--- config.mk ---
export PLATFORM = sky130hd
export DESIGN_NAME = seq_divider
export DESIGN_NICKNAME = d
export VERILOG_FILES = /design/src/rtl/div_pkg.sv /design/src/rtl/sub_borrow.sv /design/src/rtl/seq_divider.sv
export SDC_FILE = /design/constraint.sdc
export NUM_CORES = 1
export LEC_CHECK = 0
export CORE_AREA = 2 2 167 169
export CTS_BUF_LIST = sky130_fd_sc_hd__clkbuf_4
export DETAILED_ROUTE_END_ITERATION = 16
export DIE_AREA = 0 0 169 171
export SLEW_MARGIN = 15
export SYNTH_ARGS = -nofsm -noshare
export SYNTH_HDL_FRONTEND = slang
export SYNTH_HIERARCHICAL = 1
export SYNTH_SLANG_ARGS = --single-unit
--- constraint.sdc ---
create_clock -name Clk -period 17 [get_ports Clk]
set_input_delay 3.4 -clock Clk [delete_from_list [all_inputs] [get_ports Clk]]
set_output_delay 3.4 -clock Clk [all_outputs]
set_load 0.02 [all_outputs]
--- src/rtl/div_pkg.sv ---
// Shared definitions for the iterative divider.
//   div_state_t : control FSM state encoding (IDLE, RUN, DONE)
//   DIV_ZERO_Q  : quotient reported for a zero divisor (all ones); 64 bits wide
//                 so any divider up to WIDTH=64 can take its low WIDTH bits.
package div_pkg;

  typedef enum logic [1:0] {
    IDLE = 2'd0,
    RUN  = 2'd1,
    DONE = 2'd2
  } div_state_t;

  localparam logic [63:0] DIV_ZERO_Q = '1;

endpackage : div_pkg

--- src/rtl/sub_borrow.sv ---
// Ripple subtract-with-borrow: Diff = A - B (mod 2**W), BorrowOut = 1 when A < B.
// Built as a chain of 1-bit full subtractors, the mirror of the ALU's full-adder chain.
// Ports:
//   A, B       in   W  minuend, subtrahend
//   Diff       out  W  difference
//   BorrowOut  out  1  borrow out of the most significant stage
module sub_borrow #(
  parameter int W = 33
) (
  input  logic [W-1:0] A,
  input  logic [W-1:0] B,
  output logic [W-1:0] Diff,
  output logic         BorrowOut
);

  // borrowChain[i] is the borrow into stage i; no borrow enters stage 0.
  logic [W:0] borrowChain;

  assign borrowChain[0] = 1'b0;

  for (genvar i = 0; i < W; i++) begin : gStage
    assign Diff[i]          = A[i] ^ B[i] ^ borrowChain[i];
    // Borrow when the subtrahend bit beats the minuend bit, or when they are
    // equal and a borrow is already propagating in.
    assign borrowChain[i+1] = (~A[i] & B[i]) | (~(A[i] ^ B[i]) & borrowChain[i]);
  end

  assign BorrowOut = borrowChain[W];

endmodule : sub_borrow

--- src/rtl/seq_divider.sv ---
// Iterative unsigned restoring divider: one quotient bit per clock.
// Driven through a Start/Busy/Done handshake by the ALU control FSM.
// Ports:
//   Clk        in   1      rising-edge clock
//   ResetN     in   1      synchronous active-low reset
//   Start      in   1      request; accepted only in IDLE or DONE
//   DataA      in   WIDTH  dividend, captured on accepted Start
//   DataB      in   WIDTH  divisor, captured on accepted Start
//   Busy       out  1      operation in progress
//   Done       out  1      one-cycle pulse, results valid
//   DivByZero  out  1      valid with Done: captured divisor was zero
//   Quotient   out  WIDTH  held from Done until the next accepted Start
//   Remainder  out  WIDTH  held from Done until the next accepted Start
module seq_divider
  import div_pkg::*;
#(
  parameter int WIDTH = 32,
  parameter int CNT_W = 6
) (
  input  logic             Clk,
  input  logic             ResetN,
  input  logic             Start,
  input  logic [WIDTH-1:0] DataA,
  input  logic [WIDTH-1:0] DataB,
  output logic             Busy,
  output logic             Done,
  output logic             DivByZero,
  output logic [WIDTH-1:0] Quotient,
  output logic [WIDTH-1:0] Remainder
);

  div_state_t       state;
  logic [WIDTH-1:0] qReg;      // dividend shifting out, quotient shifting in
  logic [WIDTH:0]   rReg;      // partial remainder
  logic [WIDTH:0]   dReg;      // zero-extended divisor
  logic [CNT_W-1:0] cnt;       // iterations left
  logic             zeroPend;  // accepted op had a zero divisor

  logic [WIDTH:0]   rShift;
  logic [WIDTH:0]   diff;
  logic [WIDTH:0]   rNext;
  logic [WIDTH-1:0] qNext;
  logic             borrow;
  logic             accept;
  logic             unusedRegMsb;

  // Bring the next dividend bit into the partial remainder, then trial-subtract.
  assign rShift = {rReg[WIDTH-1:0], qReg[WIDTH-1]};

  sub_borrow #(.W(WIDTH + 1)) uSub (
    .A        (rShift),
    .B        (dReg),
    .Diff     (diff),
    .BorrowOut(borrow)
  );

  // Restore on borrow; otherwise keep the difference and retire a 1.
  assign rNext = borrow ? rShift : diff;
  assign qNext = {qReg[WIDTH-2:0], ~borrow};

  assign accept = Start && (state == IDLE || state == DONE);

  // The remainder never exceeds the divisor, so its top bit is never shifted on.
  assign unusedRegMsb = rReg[WIDTH];

  assign Busy = (state == RUN);
  assign Done = (state == DONE);

  // NOTE: reset is synchronous here, so it lives inside the clocked branch
  // and not in the sensitivity list; it also abandons an operation in flight.
  always_ff @(posedge Clk) begin
    if (!ResetN) begin
      // NOTE: non-blocking assignments for every register so all state
      // updates use the values from before the edge, regardless of order.
      state     <= IDLE;
      qReg      <= '0;
      rReg      <= '0;
      dReg      <= '0;
      cnt       <= '0;
      zeroPend  <= 1'b0;
      DivByZero <= 1'b0;
      Quotient  <= '0;
      Remainder <= '0;
    end else if (accept) begin
      qReg      <= DataA;
      dReg      <= {1'b0, DataB};
      rReg      <= '0;
      cnt       <= CNT_W'(WIDTH);
      zeroPend  <= (DataB == '0);
      DivByZero <= 1'b0;
      state     <= RUN;
    end else begin
      case (state)
        RUN: begin
          if (zeroPend) begin
            // Zero divisor: one RUN cycle, no iterations; dividend is still in qReg.
            Quotient  <= DIV_ZERO_Q[WIDTH-1:0];
            Remainder <= qReg;
            DivByZero <= 1'b1;
            state     <= DONE;
          end else begin
            qReg <= qNext;
            rReg <= rNext;
            cnt  <= cnt - 1'b1;
            if (cnt == CNT_W'(1)) begin
              Quotient  <= qNext;
              Remainder <= rNext[WIDTH-1:0];
              state     <= DONE;
            end
          end
        end
        IDLE, DONE: state <= IDLE;
        default:    state <= IDLE;
      endcase
    end
  end

endmodule : seq_divider
==> flow_metrics.tcl, run 1 <==
set metrics [dict create \
    outcome "finished, final reports clean" \
    power.density_nw_per_um2 89.64 \
    grt-ovfl-total 0 \
    maxCapViolCount 0 \
    cpMostUsedCell "fa_1" \
    grt_usage_pct 15.80 \
    async_reset_ff_share_pct 0 \
    die_x_um 169 \
    syn_inst 922 \
    max_stage_delay_ns 0.42 \
    r2r-end "Remainder[0]" \
    postCtsResizedCells 0 \
    antenna_found_initial 2 \
    startpoint "qReg[31]" \
    fp.dieArea_um2 28900 \
    synth-compound-area-share_pct 18.30 \
    relSlewSlack_pct 24.27 \
    fin_crit_ns 14.14 \
    worstSetupPathType "reg2reg" \
    synth_top_family_by_area "compound AO/OA/AOI/OAI gates" \
    worst_pin_slew_ns 1.133 \
    setup_slack_ns 2.865 \
    regArea_um2 3405 \
    fmax_ghz 0.07075 \
    synth_fa_ha_area_share_pct 8.427 \
    ys_seq_area_share_pct 42.29 \
    end_kind "flop" \
    drt_iter0_drc 544 \
    layout-area-overhead-vs-synth_pct 22.57 \
    start_util_pct 29.45 \
    firstDrtPassIters 5 \
    synth.cell_area_um2 8048 \
    rows 61 \
    fillers 2819 \
    num_vias 6629 \
    multi_input_area_um2 4036 \
    hold_viol_final 0 \
    synthSimpleGateAreaFrac_pct 14.89 \
    hold_buffers 0 \
    synth.area.mux_share_pct 7.711 \
    drt-total-wl_um 22550 \
    routed_via_density 4.853 \
    ys.warnings.count 6 \
    yosysTopAreaCellShare_pct 42.29 \
    min_period_over_period_pct 83.15 \
    path_max_fanout 34 \
    r2r_start "qReg[31]" \
    final_nets 1109 \
    drc 0 \
    yosysTopAreaCell "dfxtp_1" \
    ys_seq_elements 170 \
    cts.clk_slew.worst_paths_ns 0.14 \
    cts_tree "done" \
    setup_viol 0 \
    cp-start-kind "flop" \
    synth.most_common_cell "dfxtp_1" \
    die-height_um 171 \
    cts_sinks 170 \
    setup-tns-final_ns 0 \
    dp_hpwl_um 15450 \
    rsz0062_at_grt "false" \
    r2r_slack_ns 2.86 \
    drive_gt1_share_pct 8.047 \
    ys_top_cells_by_area "dfxtp_1, fa_1, nand2_1" \
    grt_first_pass_wirelength_um 35590 \
    cpMaxStageDelayCell "fa_1" \
    ios 134 \
    place_inst 1334 \
    numCtsBuffers 17 \
    synth_edf_count 0 \
    leakagePower_uw 0.003798 \
    port_buffers 133 \
    irDropWorstVdd_v 0.00003810 \
    grt_max_degree 101 \
    arrival_ns 14.58 \
    cp-endpoint "Remainder[0]" \
    synth_nets 1024 \
    synthXorXnorAreaFrac_pct 0.4353 \
    clock_latency_ns 0.58 \
    root_buffer "clkbuf_4" \
    slew_viol_final 0 \
    synth_common_cells "dfxtp_1, nand2_1, a21oi_1, inv_1, mux2i_1" \
    stdcell_count 1366 \
    grt_pass1_vias 6276 \
    required_ns 17.44 \
    fin_skew_ns 0.02514 \
    r2r_cells 43 \
    routedWlPerCell_um 16.51 \
    cts_setup_buffers 0 \
    drtAntennaViolNets 0 \
    synth.avg_cell_area_um2 8.729 \
    cts_htree_levels 4 \
    holdWs_ns 0.4694 \
    yosysUniqueCellTypes 43 \
    gp_congestion 0.8126 \
    dp_slack_ns 2.981 \
    core_um2 27320 \
    hp-class "reg2reg" \
    clk_path_buf_depth 2 \
    synth_ff_type "dfxtp_1" \
]
[placed cells by master, fill, tap and decap left out, types with 30 or more instances in the layout]
cell type and count:
dfxtp_1 169, nand2_1 168, clkdlybuf4s50_1 132, a21oi_1 80
inv_1 73, mux2i_1 62, nor2_1 45, o21ai_0 35
nand4_1 34, a211oi_1 33, fa_1 32, o21ai_2 30
[cell type report]
class,count,area share (%)
timing repair buffer,142,14.13
multi-input combinational,602,40.92
clock buffer,19,1.446
sequential,170,34.51
tap,346,4.389
antenna,1,0.02537
clock inverter,12,1.763
inverter,74,2.816
[power breakdown]
part	leakage (uW)	switching [uW]	total [uW]	internal [uW]
clock	0.000164	141	260	119
combinational	0.00225	107	188	80.5
sequential	0.00139	19.4	436	417
total	0.00380	268	884	616
[logic make-up after synthesis]
kind of cell | count (synthesis)
and+or+nand+nor | 274
AOI/OAI and AO/OA | 226
DFF | 170
buffers and inverters | 150
muxes | 62
adders and majority gates | 35
xor gates and xnor gates | 4
other | 1
[how the worst min path moves through the flow]
stage                  startpoint            end  depth (start not counted)
finish               Remainder[3]   Remainder[3]                          2
detailed placement   Remainder[9]   Remainder[9]                          2
floorplan                 dReg[1]        dReg[1]                          2
global placement          dReg[1]        dReg[1]                          2
CTS                  Remainder[9]   Remainder[9]                          2
global route        Remainder[21]  Remainder[21]                          2
[layer usage]
metal | track usage [%] | vias to the layer above | routed length [um]
li1 | - | 3296 | -
met1 | 22.16 | 3155 | 11150
met2 | 23.52 | 146 | 9740
met3 | 3.979 | 30 | 1186
met4 | 5.611 | 2 | 461
met5 | 0 | - | 13
[sequential cells by signal (all words and copies together) (netlist names)]
| register | count |
|---|---|
| qReg | 32 |
| zeroPend | 1 |
| rReg | 32 |
| Quotient | 32 |
| dReg | 32 |
| cnt | 6 |
| Remainder | 32 |
| DivByZero | 1 |
| state | 2 |
[critical path: cells and delay by family (launching register included)]
kind,cells,cell delay (ns)
AND/OR/NAND/NOR,1,0.14
flip-flops,1,0.39
adder cells (fa/ha/maj),33,12.37
multiplexers,1,0.33
AO/OA/AOI/OAI,2,0.18
buffers and inverters,6,0.60
[metrics by stage]
step / utilization (%) / total power, uW / area, um2
final: 36.10 / 884.2 / 9864
after global routing: 36.10 / 941.3 / 9864
after CTS: 36.07 / 894.5 / 9857
after detailed placement: 34.92 / 632.0 / 9540
after global placement: 34.92 / 629.4 / 9540
after floorplan: - / 575.0 / 8048
Note: power is estimated with default switching activity, not from simulation.
==> inputs of run 2 (changes only) <==
==> constraint.sdc (replaced) <==
create_clock -name Clk -period 11.8 [get_ports Clk]
set_input_delay 2.36 -clock Clk [delete_from_list [all_inputs] [get_ports Clk]]
set_output_delay 2.36 -clock Clk [all_outputs]
set_load 0.02 [all_outputs]
==> flow_metrics.tcl, run 2 (same netlist as run 1, synthesis figures left out) <==
set metrics [dict create \
    path_max_fanout 18 \
    num_vias 6809 \
    irDropWorstVdd_v 0.00006355 \
    swShare_pct 32.45 \
    rows 61 \
    fin_crit_ns 12.57 \
    failed_checks "setup timing" \
    final_cell_mix "dfxtp_1, nand2_1, clkdlybuf4s50_1" \
    final_nets 1131 \
    die-height_um 171 \
    gp_congestion 0.7877 \
    numCtsBuffers 17 \
    pwr-share-comb_pct 29.0 \
    drtAntennaViolNets 0 \
    layout_commonest_cell "dfxtp_1" \
    crit_family "adder cells" \
    grt_usage_pct 16.94 \
    cts_htree_levels 4 \
    stdcell_count 1389 \
    cts.clk_slew.worst_paths_ns 0.14 \
    drt-total-wl_um 24270 \
    hold_viol_final 0 \
    worst_pin_slew_ns 1.118 \
    start_util_pct 29.45 \
    setup_slack_ns -0.7653 \
    relSlewSlack_pct 25.19 \
    antenna_found_initial 2 \
    fin_skew_ns 0.01848 \
    max_stage_delay_ns 0.39 \
    dp_hpwl_um 16340 \
    rsz0062_at_grt "true" \
    drc 0 \
    grt_pass1_vias 6787 \
    path_buf_inv 6 \
    setup_viol 66 \
    power.density_nw_per_um2 127.4 \
    hp-class "reg2reg" \
    setup-tns-final_ns -43.61 \
    layout-area-overhead-vs-synth_pct 30.33 \
    clk_path_buf_depth 2 \
    cp-start-kind "flop" \
    place_inst 1351 \
    port_buffers 133 \
    grt-ovfl-total 0 \
    clock_latency_ns 0.57 \
    switchingPower_uw 433.5 \
    min_period_over_period_pct 106.5 \
    fmax_ghz 0.07958 \
    hold_buffers 0 \
    grt_max_degree 82 \
    maxCapViolCount 0 \
    cpMostUsedCell "fa_2" \
    p_clk_share_pct 23.8 \
    core_um2 27320 \
    leakagePower_uw 0.003859 \
    cts_tree "done" \
    cpMaxStageDelayCell "fa_2" \
    intPower_uw 902.5 \
    die_x_um 169 \
    fp.dieArea_um2 28900 \
    ios 134 \
    required_ns 12.30 \
    grt_first_pass_wirelength_um 37890 \
    cts_sinks 170 \
    slew_viol_final 0 \
    end_kind "flop" \
    drive_gt1_share_pct 18.43 \
    routed_via_density 4.902 \
    p_seq_share_pct 47.2 \
    arrival_ns 13.07 \
    root_buffer "clkbuf_4" \
    drt_iter0_drc 374 \
    fillers 2796 \
    routedWlPerCell_um 17.47 \
    worstSetupPathType "reg2reg" \
    firstDrtPassIters 5 \
    outcome "complete, but fails checks" \
]
-- run 2: changes by cell type in the layout (fill, tap and decap cells not counted), moves of 16 or more --
| cell | before | now |
|---|---|---|
| fa_1 | 32 | 0 |
| fa_2 | 0 | 32 |
| o21ai_0 | 35 | 4 |
| o21ai_1 | 0 | 25 |
| a211oi_1 | 33 | 10 |
| a211oi_2 | 0 | 23 |
| mux2i_1 | 62 | 46 |
-- run 2: what timing repair did --
item,in CTS,in global routing
gates cloned,1,0
setup endpoints to repair,66,66
gates resized for setup,63,29
pin swaps,1,8
setup buffers,2,2
-- run 2: power by group through the flow --
| stage | Sequential [uW] | Clock, uW | Combinational (uW) |
|---|---|---|---|
| final | 631 | 318 | 387 |
| after global routing | 635 | 351 | 427 |
| after CTS | 630 | 326 | 363 |
| after detailed placement | 641 | 0 | 305 |
| after global placement | 640 | 0 | 300 |
| after floorplan | 634 | 0 | 213 |
-- run 2: worst paths after layout --
kind | slack, ns | cells after the start | from | end
worst max register to register | -0.77 | 43 | qReg[31] | Remainder[7]
worst min register to register | 0.47 | 2 | Remainder[1] | Remainder[1]
worst max-delay path | -0.77 | 43 | qReg[31] | Remainder[7]
worst min-delay path | 0.47 | 2 | Remainder[1] | Remainder[1]
-- run 2: routing by layer --
metal	GRT usage (%)	wire length, um	vias up
met3	3.863	1155	27
met4	4.942	426	2
met2	27.19	11300	158
li1	-	-	3334
met5	0	13	-
met1	22.84	11380	3288
-- run 2: layout make-up --
cell class	instances	area (um2)	share of cell area [%]
repair buffers	164	1645	15.69
multi-input cells	602	4472	42.63
well taps	346	432.9	4.127
diodes	1	2.502	0.02386
clock inverters	9	75.07	0.7157
inverters	74	282.8	2.696
clock buffers	23	172.7	1.646
flip-flops and latches	170	3406	32.47
-- run 2: worst reg2reg max path, delay by kind of cell, from the launching register on --
kind,cells,cell delay (ns)
and+or+nand+nor,1,0.14
AOI/OAI and AO/OA,2,0.23
DFF,1,0.36
muxes,1,0.22
buffers and inverters,6,0.45
adders and majority gates,33,11.07
-- run 2: per-stage QoR --
step	hold slack, ns	cell area, um2	utilization [%]	total power [uW]	setup WS, ns
CTS	0.4703	10340	37.84	1319	-0.7330
global route	0.4932	10490	38.39	1413	-1.036
floorplan	0.4363	8157	-	846.4	-0.2446
global placement	0.4340	9749	35.68	940.3	-0.6783
finish	0.4656	10490	38.39	1336	-0.7653
detailed placement	0.4492	9749	35.68	946.1	-0.7613
